==> config.mk <==
export PLATFORM = sky130hd
export DESIGN_NAME = wave_gen_dds
export DESIGN_NICKNAME = d
export VERILOG_FILES = /design/src/rtl/wave_gen_dds.sv
export SDC_FILE = /design/constraint.sdc
export NUM_CORES = 1
export LEC_CHECK = 0
export ABC_AREA = 1
export BUFFER_PORTS_ARGS = -buffer_cell sky130_fd_sc_hd__buf_2
export CAP_MARGIN = 20
export CORE_ASPECT_RATIO = 1.5
export CORE_MARGIN = 3
export CORE_UTILIZATION = 50
export CTS_BUF_LIST = sky130_fd_sc_hd__clkbuf_8
export CTS_CLUSTER_DIAMETER = 40
export DETAILED_ROUTE_END_ITERATION = 8
export PLACE_DENSITY = 0.67
export SKIP_LAST_GASP = 1
export SLEW_MARGIN = 25
export SYNTH_ARGS = -nofsm -noshare
export SYNTH_HDL_FRONTEND = slang
export SYNTH_SLANG_ARGS = --single-unit
==> constraint.sdc <==
create_clock -name clk -period 8.5 [get_ports clk]
set_input_delay 0.425 -clock clk [delete_from_list [all_inputs] [get_ports clk]]
set_output_delay 0.425 -clock clk [all_outputs]
set_load 0.01 [all_outputs]
==> src/rtl/wave_gen_dds.sv <==
// wave_gen_dds: phase-accumulator (DDS) waveform generator.
// Waveforms: square with programmable duty, sawtooth, ramp-down and triangle, all amplitude-scaled.
// Configuration arrives over a valid/ready handshake. It is held in a shadow set and applied at a
// phase wrap, or at once when the generator is stopped or idle in mode off.
// Optional feature macro: FG_OFFSET_EN adds cfg_offset and a saturating offset adder in stage 2.
module wave_gen_dds #(
    parameter int DATA_W  = 16,
    parameter int PHASE_W = 32,
    parameter int PRESC_W = 16
) (
    input  logic               clk,
    input  logic               rst_n,
    input  logic               en,
    input  logic               cfg_valid,
    output logic               cfg_ready,
    input  logic [2:0]         cfg_mode,
    input  logic [PHASE_W-1:0] cfg_step,
    input  logic [PRESC_W-1:0] cfg_prescaler,
    input  logic [DATA_W-1:0]  cfg_amplitude,
    input  logic [DATA_W-1:0]  cfg_duty,
`ifdef FG_OFFSET_EN
    input  logic [DATA_W-1:0]  cfg_offset,
`endif
    output logic [DATA_W-1:0]  data_out,
    output logic               data_valid,
    output logic               wrap
);

    localparam logic [2:0] MODE_OFF    = 3'd0;
    localparam logic [2:0] MODE_SQUARE = 3'd1;
    localparam logic [2:0] MODE_SAW    = 3'd2;
    localparam logic [2:0] MODE_TRI    = 3'd3;
    localparam logic [2:0] MODE_RAMP   = 3'd4;

    typedef enum logic {S_IDLE, S_PEND} state_e;

    typedef struct packed {
        logic [2:0]         mode;
        logic [PHASE_W-1:0] step;
        logic [PRESC_W-1:0] presc;
        logic [DATA_W-1:0]  amp;
        logic [DATA_W-1:0]  duty;
`ifdef FG_OFFSET_EN
        logic [DATA_W-1:0]  offset;
`endif
    } cfg_t;

    state_e               state_q, state_d;
    logic                 cfg_ready_q, cfg_ready_d;
    cfg_t                 active_q, active_d;
    cfg_t                 shadow_q, shadow_d;
    cfg_t                 cfg_in;
    logic [PRESC_W-1:0]   presc_cnt_q, presc_cnt_d;
    logic [PHASE_W-1:0]   phase_q, phase_d;
    logic [PHASE_W-1:0]   phase_sum;
    logic                 carry;
    logic                 tick;
    logic                 copy;
    logic                 wrap_q, wrap_d;

    logic [DATA_W-1:0]    p;
    logic [DATA_W-1:0]    tri_t;
    logic [DATA_W-1:0]    mult_a;
    logic [2*DATA_W-1:0]  prod;
    logic [DATA_W-1:0]    wave;

    logic                 s1_valid_q, s1_valid_d;
    logic [DATA_W-1:0]    s1_wave_q, s1_wave_d;
    logic [DATA_W-1:0]    sample;
    logic [DATA_W-1:0]    data_out_q, data_out_d;
    logic                 data_valid_q, data_valid_d;
`ifdef FG_OFFSET_EN
    logic [DATA_W-1:0]    s1_offset_q, s1_offset_d;
    logic [DATA_W:0]      offset_sum;
`endif

    // Gather the configuration ports into one record
    always_comb begin
        cfg_in.mode   = cfg_mode;
        cfg_in.step   = cfg_step;
        cfg_in.presc  = cfg_prescaler;
        cfg_in.amp    = cfg_amplitude;
        cfg_in.duty   = cfg_duty;
`ifdef FG_OFFSET_EN
        cfg_in.offset = cfg_offset;
`endif
    end

    // Waveform shaping from the current phase and active configuration
    always_comb begin
        p      = phase_q[PHASE_W-1 -: DATA_W];
        tri_t  = p[DATA_W-1] ? ~{p[DATA_W-2:0], 1'b0} : {p[DATA_W-2:0], 1'b0};
        case (active_q.mode)
            MODE_SAW:  mult_a = p;
            MODE_TRI:  mult_a = tri_t;
            MODE_RAMP: mult_a = ~p;
            default:   mult_a = '0;
        endcase
        prod = {{DATA_W{1'b0}}, mult_a} * {{DATA_W{1'b0}}, active_q.amp};
        wave = DATA_W'(prod >> DATA_W);
        if (active_q.mode == MODE_SQUARE) begin
            wave = (p < active_q.duty) ? active_q.amp : '0;
        end
    end

    // Next-state logic: prescaler, phase accumulator, config FSM and output pipeline
    always_comb begin
        // NOTE: every variable gets a default first so no path leaves one unassigned (no latches).
        presc_cnt_d  = presc_cnt_q;
        phase_d      = phase_q;
        active_d     = active_q;
        shadow_d     = shadow_q;
        state_d      = state_q;
        cfg_ready_d  = cfg_ready_q;
        tick         = 1'b0;
        copy         = 1'b0;
        {carry, phase_sum} = {1'b0, phase_q} + {1'b0, active_q.step};

        if (en) begin
            if (presc_cnt_q == active_q.presc) begin
                tick        = 1'b1;
                presc_cnt_d = '0;
            end else begin
                presc_cnt_d = presc_cnt_q + PRESC_W'(1);
            end
        end else begin
            presc_cnt_d = '0;
        end

        if (tick) begin
            phase_d = phase_sum;
        end
        wrap_d = tick & carry;

        case (state_q)
            S_IDLE: begin
                if (cfg_valid) begin
                    shadow_d    = cfg_in;
                    state_d     = S_PEND;
                    cfg_ready_d = 1'b0;
                end
            end
            S_PEND: begin
                // Stopped or silent generator: apply now and restart the waveform from phase 0
                if (!en || active_q.mode == MODE_OFF) begin
                    copy        = 1'b1;
                    phase_d     = '0;
                    presc_cnt_d = '0;
                end else if (tick && carry) begin
                    copy = 1'b1;
                end
                if (copy) begin
                    active_d    = shadow_q;
                    state_d     = S_IDLE;
                    cfg_ready_d = 1'b1;
                end
            end
            default: begin
                state_d     = S_IDLE;
                cfg_ready_d = 1'b1;
            end
        endcase

        // Stage 1 captures the sample of the phase that was just consumed by the tick
        s1_valid_d = tick;
        s1_wave_d  = wave;
`ifdef FG_OFFSET_EN
        // The offset travels with its sample so a config switch never mixes old wave and new offset
        s1_offset_d = active_q.offset;
        offset_sum  = {1'b0, s1_wave_q} + {1'b0, s1_offset_q};
        sample      = offset_sum[DATA_W] ? '1 : offset_sum[DATA_W-1:0];
`else
        sample      = s1_wave_q;
`endif

        // Stage 2: new samples load; otherwise hold while running and fall to 0 once stopped
        data_valid_d = s1_valid_q;
        if (s1_valid_q) begin
            data_out_d = sample;
        end else if (!en) begin
            data_out_d = '0;
        end else begin
            data_out_d = data_out_q;
        end
    end

    // All registers, synchronous active-low reset
    always_ff @(posedge clk) begin
        // NOTE: non-blocking assignments so every flop updates from pre-edge values.
        if (!rst_n) begin
            state_q      <= S_IDLE;
            cfg_ready_q  <= 1'b1;
            active_q     <= '0;
            shadow_q     <= '0;
            presc_cnt_q  <= '0;
            phase_q      <= '0;
            wrap_q       <= 1'b0;
            s1_valid_q   <= 1'b0;
            s1_wave_q    <= '0;
            data_out_q   <= '0;
            data_valid_q <= 1'b0;
`ifdef FG_OFFSET_EN
            s1_offset_q  <= '0;
`endif
        end else begin
            state_q      <= state_d;
            cfg_ready_q  <= cfg_ready_d;
            active_q     <= active_d;
            shadow_q     <= shadow_d;
            presc_cnt_q  <= presc_cnt_d;
            phase_q      <= phase_d;
            wrap_q       <= wrap_d;
            s1_valid_q   <= s1_valid_d;
            s1_wave_q    <= s1_wave_d;
            data_out_q   <= data_out_d;
            data_valid_q <= data_valid_d;
`ifdef FG_OFFSET_EN
            s1_offset_q  <= s1_offset_d;
`endif
        end
    end

    assign cfg_ready  = cfg_ready_q;
    assign data_out   = data_out_q;
    assign data_valid = data_valid_q;
    assign wrap       = wrap_q;

endmodule
# Yosys cells after proc, flatten, opt, wreduce, memory -nomap -nowiden
# Index checks and enable logic that the tools add are counted.
# totals
reg_bits	251
in_bits	87
out_inout_bits	19
elab_cells	66
# op_classes
n_addsub	2
multipliers	1
magnitude_cmp	1
eq_ne	8
muxes	24
bitwise	4
reduce_logical	7
# ops
operator	n
16-bit 2-to-1 mux	9
32-bit 2-to-1 mux	3
16-bit case mux with 3 select lines	1
32-bit by 32-bit adder with 33-bit output	1
16-bit by 16-bit multiplier with 32-bit output	1
16-bit inverter	2
16-bit by 1-bit adder with 16-bit output (second input constant)	1
16-bit == test	1
16-bit less-than comparator	1
1-bit 2-to-1 mux	9
3-bit by 2-bit == test with 1-bit output (second input constant)	2
2-bit AND reduction	3
2-bit by 1-bit inequality test with 1-bit output (second input constant)	2
1-bit case mux with 2 select lines	2
3-bit by 1-bit == test with 1-bit output (second input constant)	1
3-bit == test (second input constant)	1
3-bit logical NOT	1
2-bit inequality test (second input constant)	1
1-bit AND	1
1-bit logical AND	1
1-bit logical NOT	1
1-bit logical OR	1
1-bit inverter	1

# Depth between registers and ports, before layout
# depth
depth_word	9
mapped_depth	35
mapped_depth_nobuf	32

# Worst setup path after synthesis
# Ideal clock, no wire load.
# synth_path
path_kind	reg2reg
from	register active_q[82] in the netlist's numbering
to	register s1_wave_q[11]
setup_time_ps	109
arrival_ps	6133
path_slack_ps	2258
path_stages_with_launch	29
path_buffers	3
period_less_slack_ps	6242
cell_sequence	dfxtp_1 buf_2 nor2_1 nand2_1 buf_2 o221ai_1 clkbuf_1 nand2_1 fa_1 fa_1 inv_1 fa_1 fa_1 fa_1 inv_1 fa_1 inv_1 ha_1 a21oi_1 nor2_1 nor2_1 a21boi_0 o21ai_0 a21oi_1 nand2_1 nand2_1 nand3_1 nand2_1 inv_1
# synth_via
elab_chain_len	4
word_cells_on_any_way	7
cone_classes	mul: 1; eq/ne: 4; mux: 2
# synth_rtl
element	line	source
start: declaration	50	cfg_t active_q, active_d;
start signal: assignment	208	active_q <= active_d;
3-bit == test / 3-bit by 2-bit == test with 1-bit output (equally long branches)	93	case (active_q.mode)
16-bit case mux with 3 select lines	93	
16-bit by 16-bit multiplier with 32-bit output	99	prod = {{DATA_W{1'b0}}, mult_a} * {{DATA_W{1'b0}}, active_q.amp};
16-bit 2-to-1 mux (*)	101	if (active_q.mode == MODE_SQUARE) begin
end signal: assignment	214	s1_wave_q <= s1_wave_d;
end: declaration	68	logic [DATA_W-1:0] s1_wave_q, s1_wave_d;
# Every way passes the cells marked *; elsewhere a longest branch is shown, timed or not.
# A chain may end at the register's enable or synchronous reset.

# Worst setup path after layout
# layout_path
from	register phase_q[31]
to	register s1_wave_q[11]
# layout_via
elab_chain_len	4
word_cells_on_any_way	7
cone_classes	mul: 1; order compare: 1; mux: 4; bitwise: 1
# layout_rtl
element	line	source
start: declaration	54	logic [PHASE_W-1:0] phase_q, phase_d;
start signal: assignment	211	phase_q <= phase_d;
16-bit 2-to-1 mux / 16-bit inverter (equally long branches)	92, 96	
16-bit case mux with 3 select lines	93	
16-bit by 16-bit multiplier with 32-bit output	99	
16-bit 2-to-1 mux (*)	101	
# Marks and branches as above.

==> metrics.csv <==
metric;value;unit
first-pass GRT wire length;98700;um
CP arrival;7.97;ns
largest net degree at the start of global routing;86;
fin worst setup slack;0.989;ns
leading post-synthesis cells by cell area;dfxtp_1 25%, fa_1 19%, ha_1 9.2%;
overall routed net length;62600;um
root buffer cell;clkbuf_8;
Synth-to-Final Area Change;8.06;%
RePlAce Congestion;1.00;
fin cells;3344;
Hold Path Origin;cfg_step[4];
CTS buffer count;41;
endpoint class of the critical path;register;
Yosys cell types;44;
worst skew pair latency;0.61;ns
Hold Crit Class;in -> reg;
Final ANT Viol Nets;0;
crit-path max cell delay;0.96;ns
warnings from Yosys;0;
synthesized cell area;20400;sq um
maximum clock frequency;0.133;GHz
final count of negative-setup-slack endpoints;0;
Die Y;253;um
crit path from;phase_q[31];
wire per inst;18.7;um
dpl hpwl;49200;um
layout cells sized above 1;7.52;%
n_diodes;0;
Clock Skews;0.0672;ns
maximum clock insertion buffer count;3;
die area;43300;sq um
Top Family by Delay on Critical Path;adder cells;
dpl cells;3276;
CTS resizes;0;
fin crit share;88.4;%
Async S/R FF share, synth;0;%
Worst slew margin;34.7;%
Pleak;0.0104;uW
RSZ-0062 raised after global routing;false;
number of synthesized flops with an enable pin;0;
final core utilization;55.4;%
initial antenna violation count;0;
Syn Inst Count;2767;
Die X;171;um
CTS tree;built;
Crit Reg-Reg Startpoint;phase_q[31];
CP Data Required Time;8.96;ns
Worst-path clk slew;0.07;ns
Final Hold Vio Count;0;
Synth top area share;24.7;%
max-slew violation count;0;
dpl ws;1.03;ns
# DRC;0;
drt first pass iters;7;
power density over cell area;132;nW/um^2
crit-path max FO;31;
status;finished clean;
starting DRC count in detailed routing;916;
clk sink count;251;
Final min period;7.51;ns
Seq/Total Area, Yosys;24.7;%
vias per cell;5.48;
Yosys top cell by area;dfxtp_1;
Worst R2R Setup Slack;0.99;ns
setup TNS;0;ns
layout net count;3249;
syn avg cell area;7.36;sq um
top_reg_cell synth;dfxtp_1;
cell row count;89;
Tightest Pin Transition;0.979;ns
Post-Syn Nets;3197;
Fillers;4007;
Max Cap Viol;0;
# port buffers;105;
vias in the first global route;18931;
Peak VDD IR;169;uV
Ports;106;
most used cell, CP;fa_1;
Total GRT Usage;29.1;%
vias;18340;
Worst path slowest cell;dfxtp_1;
Initial Util;51.3;%
H-tree depth;2;
Overflow after GRT;0;
#FFs+latches synth;251;
Hold Buf Count CTS;0;
kind of critical path;reg -> reg;
Post-CTS Setup Inserts;0;
Core Area;39800;sq um
crit path launch type;register;
worst path bufs/invs;5;
[stage by stage]
step,power (uW),cell area [sq um],hold slack [ns]
6_report,2910,22000,0.0435
3_3_place_gp,1850,21200,0.429
2_1_floorplan,1690,20400,0.416
4_1_cts,2940,22000,0.0107
3_5_place_dp,1860,21200,0.432
5_1_grt,3060,22000,0.0372
[flip-flops by register name, indices dropped and copies added, names as in the netlist]
signal        cells
wrap              1
s1_wave_q        16
presc_cnt_q      16
shadow_q         83
phase_q          32
state_q           1
data_valid_d      1
cfg_ready         1
data_out         16
active_q         83
data_valid        1
[kinds of logic after synthesis]
kind of cell / synth area share, %
simple gates: 23.8
buf+inv: 10.5
compound gates: 11.3
fa+ha+maj: 28.2
flops: 24.7
xor+xnor: 1.46
[cell usage in the layout, fill, tap and decap left out, types with 3 or more instances in the layout]
cell       instances
o21a_1             3
a21boi_0           4
a21oi_1          202
nor4_1             8
xor2_1            13
nor3b_1           19
dfxtp_1          251
nor3_2             9
o21ai_1            5
buf_2            105
ha_1             149
clkbuf_8          44
nand4_1            8
xnor2_1           21
nand2_1          481
nand3_1          167
a21o_1             8
o21bai_1          10
nor2_1           417
or2_2              6
a32o_1            16
inv_1            436
nor3_1            30
o211ai_1           4
buf_4             24
o21ai_0          156
bufinv_16          3
fa_1             194
inv_2              7
a31oi_1            7
and3_1             5
clkinv_1           5
[layer usage]
layer	vias to the layer above	GRT usage, %	part of all wire (%)
met5	-	0	0
met4	0	17.7	7.2
met3	195	3.42	3.7
met2	458	54.6	53
met1	8868	30.7	36
li1	8819	-	-
[worst register-to-register path, stage by stage (launching register included)]
cell and delay [ns]:
dfxtp_1 0.96, nand2_1 0.09, nor3b_1 0.19, nor3_2 0.45, clkinv_1 0.58, nand2_1 0.24
fa_1 0.50, fa_1 0.55, inv_1 0.05, fa_1 0.50, fa_1 0.51, fa_1 0.49
inv_1 0.05, fa_1 0.47, inv_1 0.04, ha_1 0.33, a21oi_1 0.22, nor2_1 0.07
nor2_1 0.12, a21boi_0 0.35, o21ai_0 0.14, a21oi_1 0.18, nand2_1 0.07, nand2_1 0.05
nand3_1 0.06, nand2_1 0.09, inv_1 0.04
[final cells by class]
class	count	area, sq um	share of cell area, %
multi-input combinational	1963	13200	60.0
sequential	251	5020	22.8
inverter	433	1630	7.38
timing repair buffer	129	706	3.21
tap	500	626	2.84
clock buffer	44	606	2.75
clock inverter	24	210	0.955
[synthesized netlist by cell type (21+ instances only)]
master,count
ha_1,149
nand3_1,167
fa_1,194
nand2_1,482
xnor2_1,21
nor3_1,30
o21ai_0,156
clkbuf_1,87
nor2_1,419
inv_1,422
dfxtp_1,251
a21oi_1,203
[report_power, final]
| part | switching (uW) | total (uW) | internal, uW |
|---|---|---|---|
| clock | 496 | 1070 | 575 |
| sequential | 81.7 | 1340 | 1250 |
| combinational | 343 | 504 | 162 |
| total | 920 | 2910 | 1990 |
[worst paths after layout]
check,endpoint,cells after the start
setup reg to reg,s1_wave_q[11],26
setup / recovery,s1_wave_q[11],26
hold reg to reg,data_out[0],1
hold / removal,shadow_q[52],3
Power figures use the tool's default switching activity.
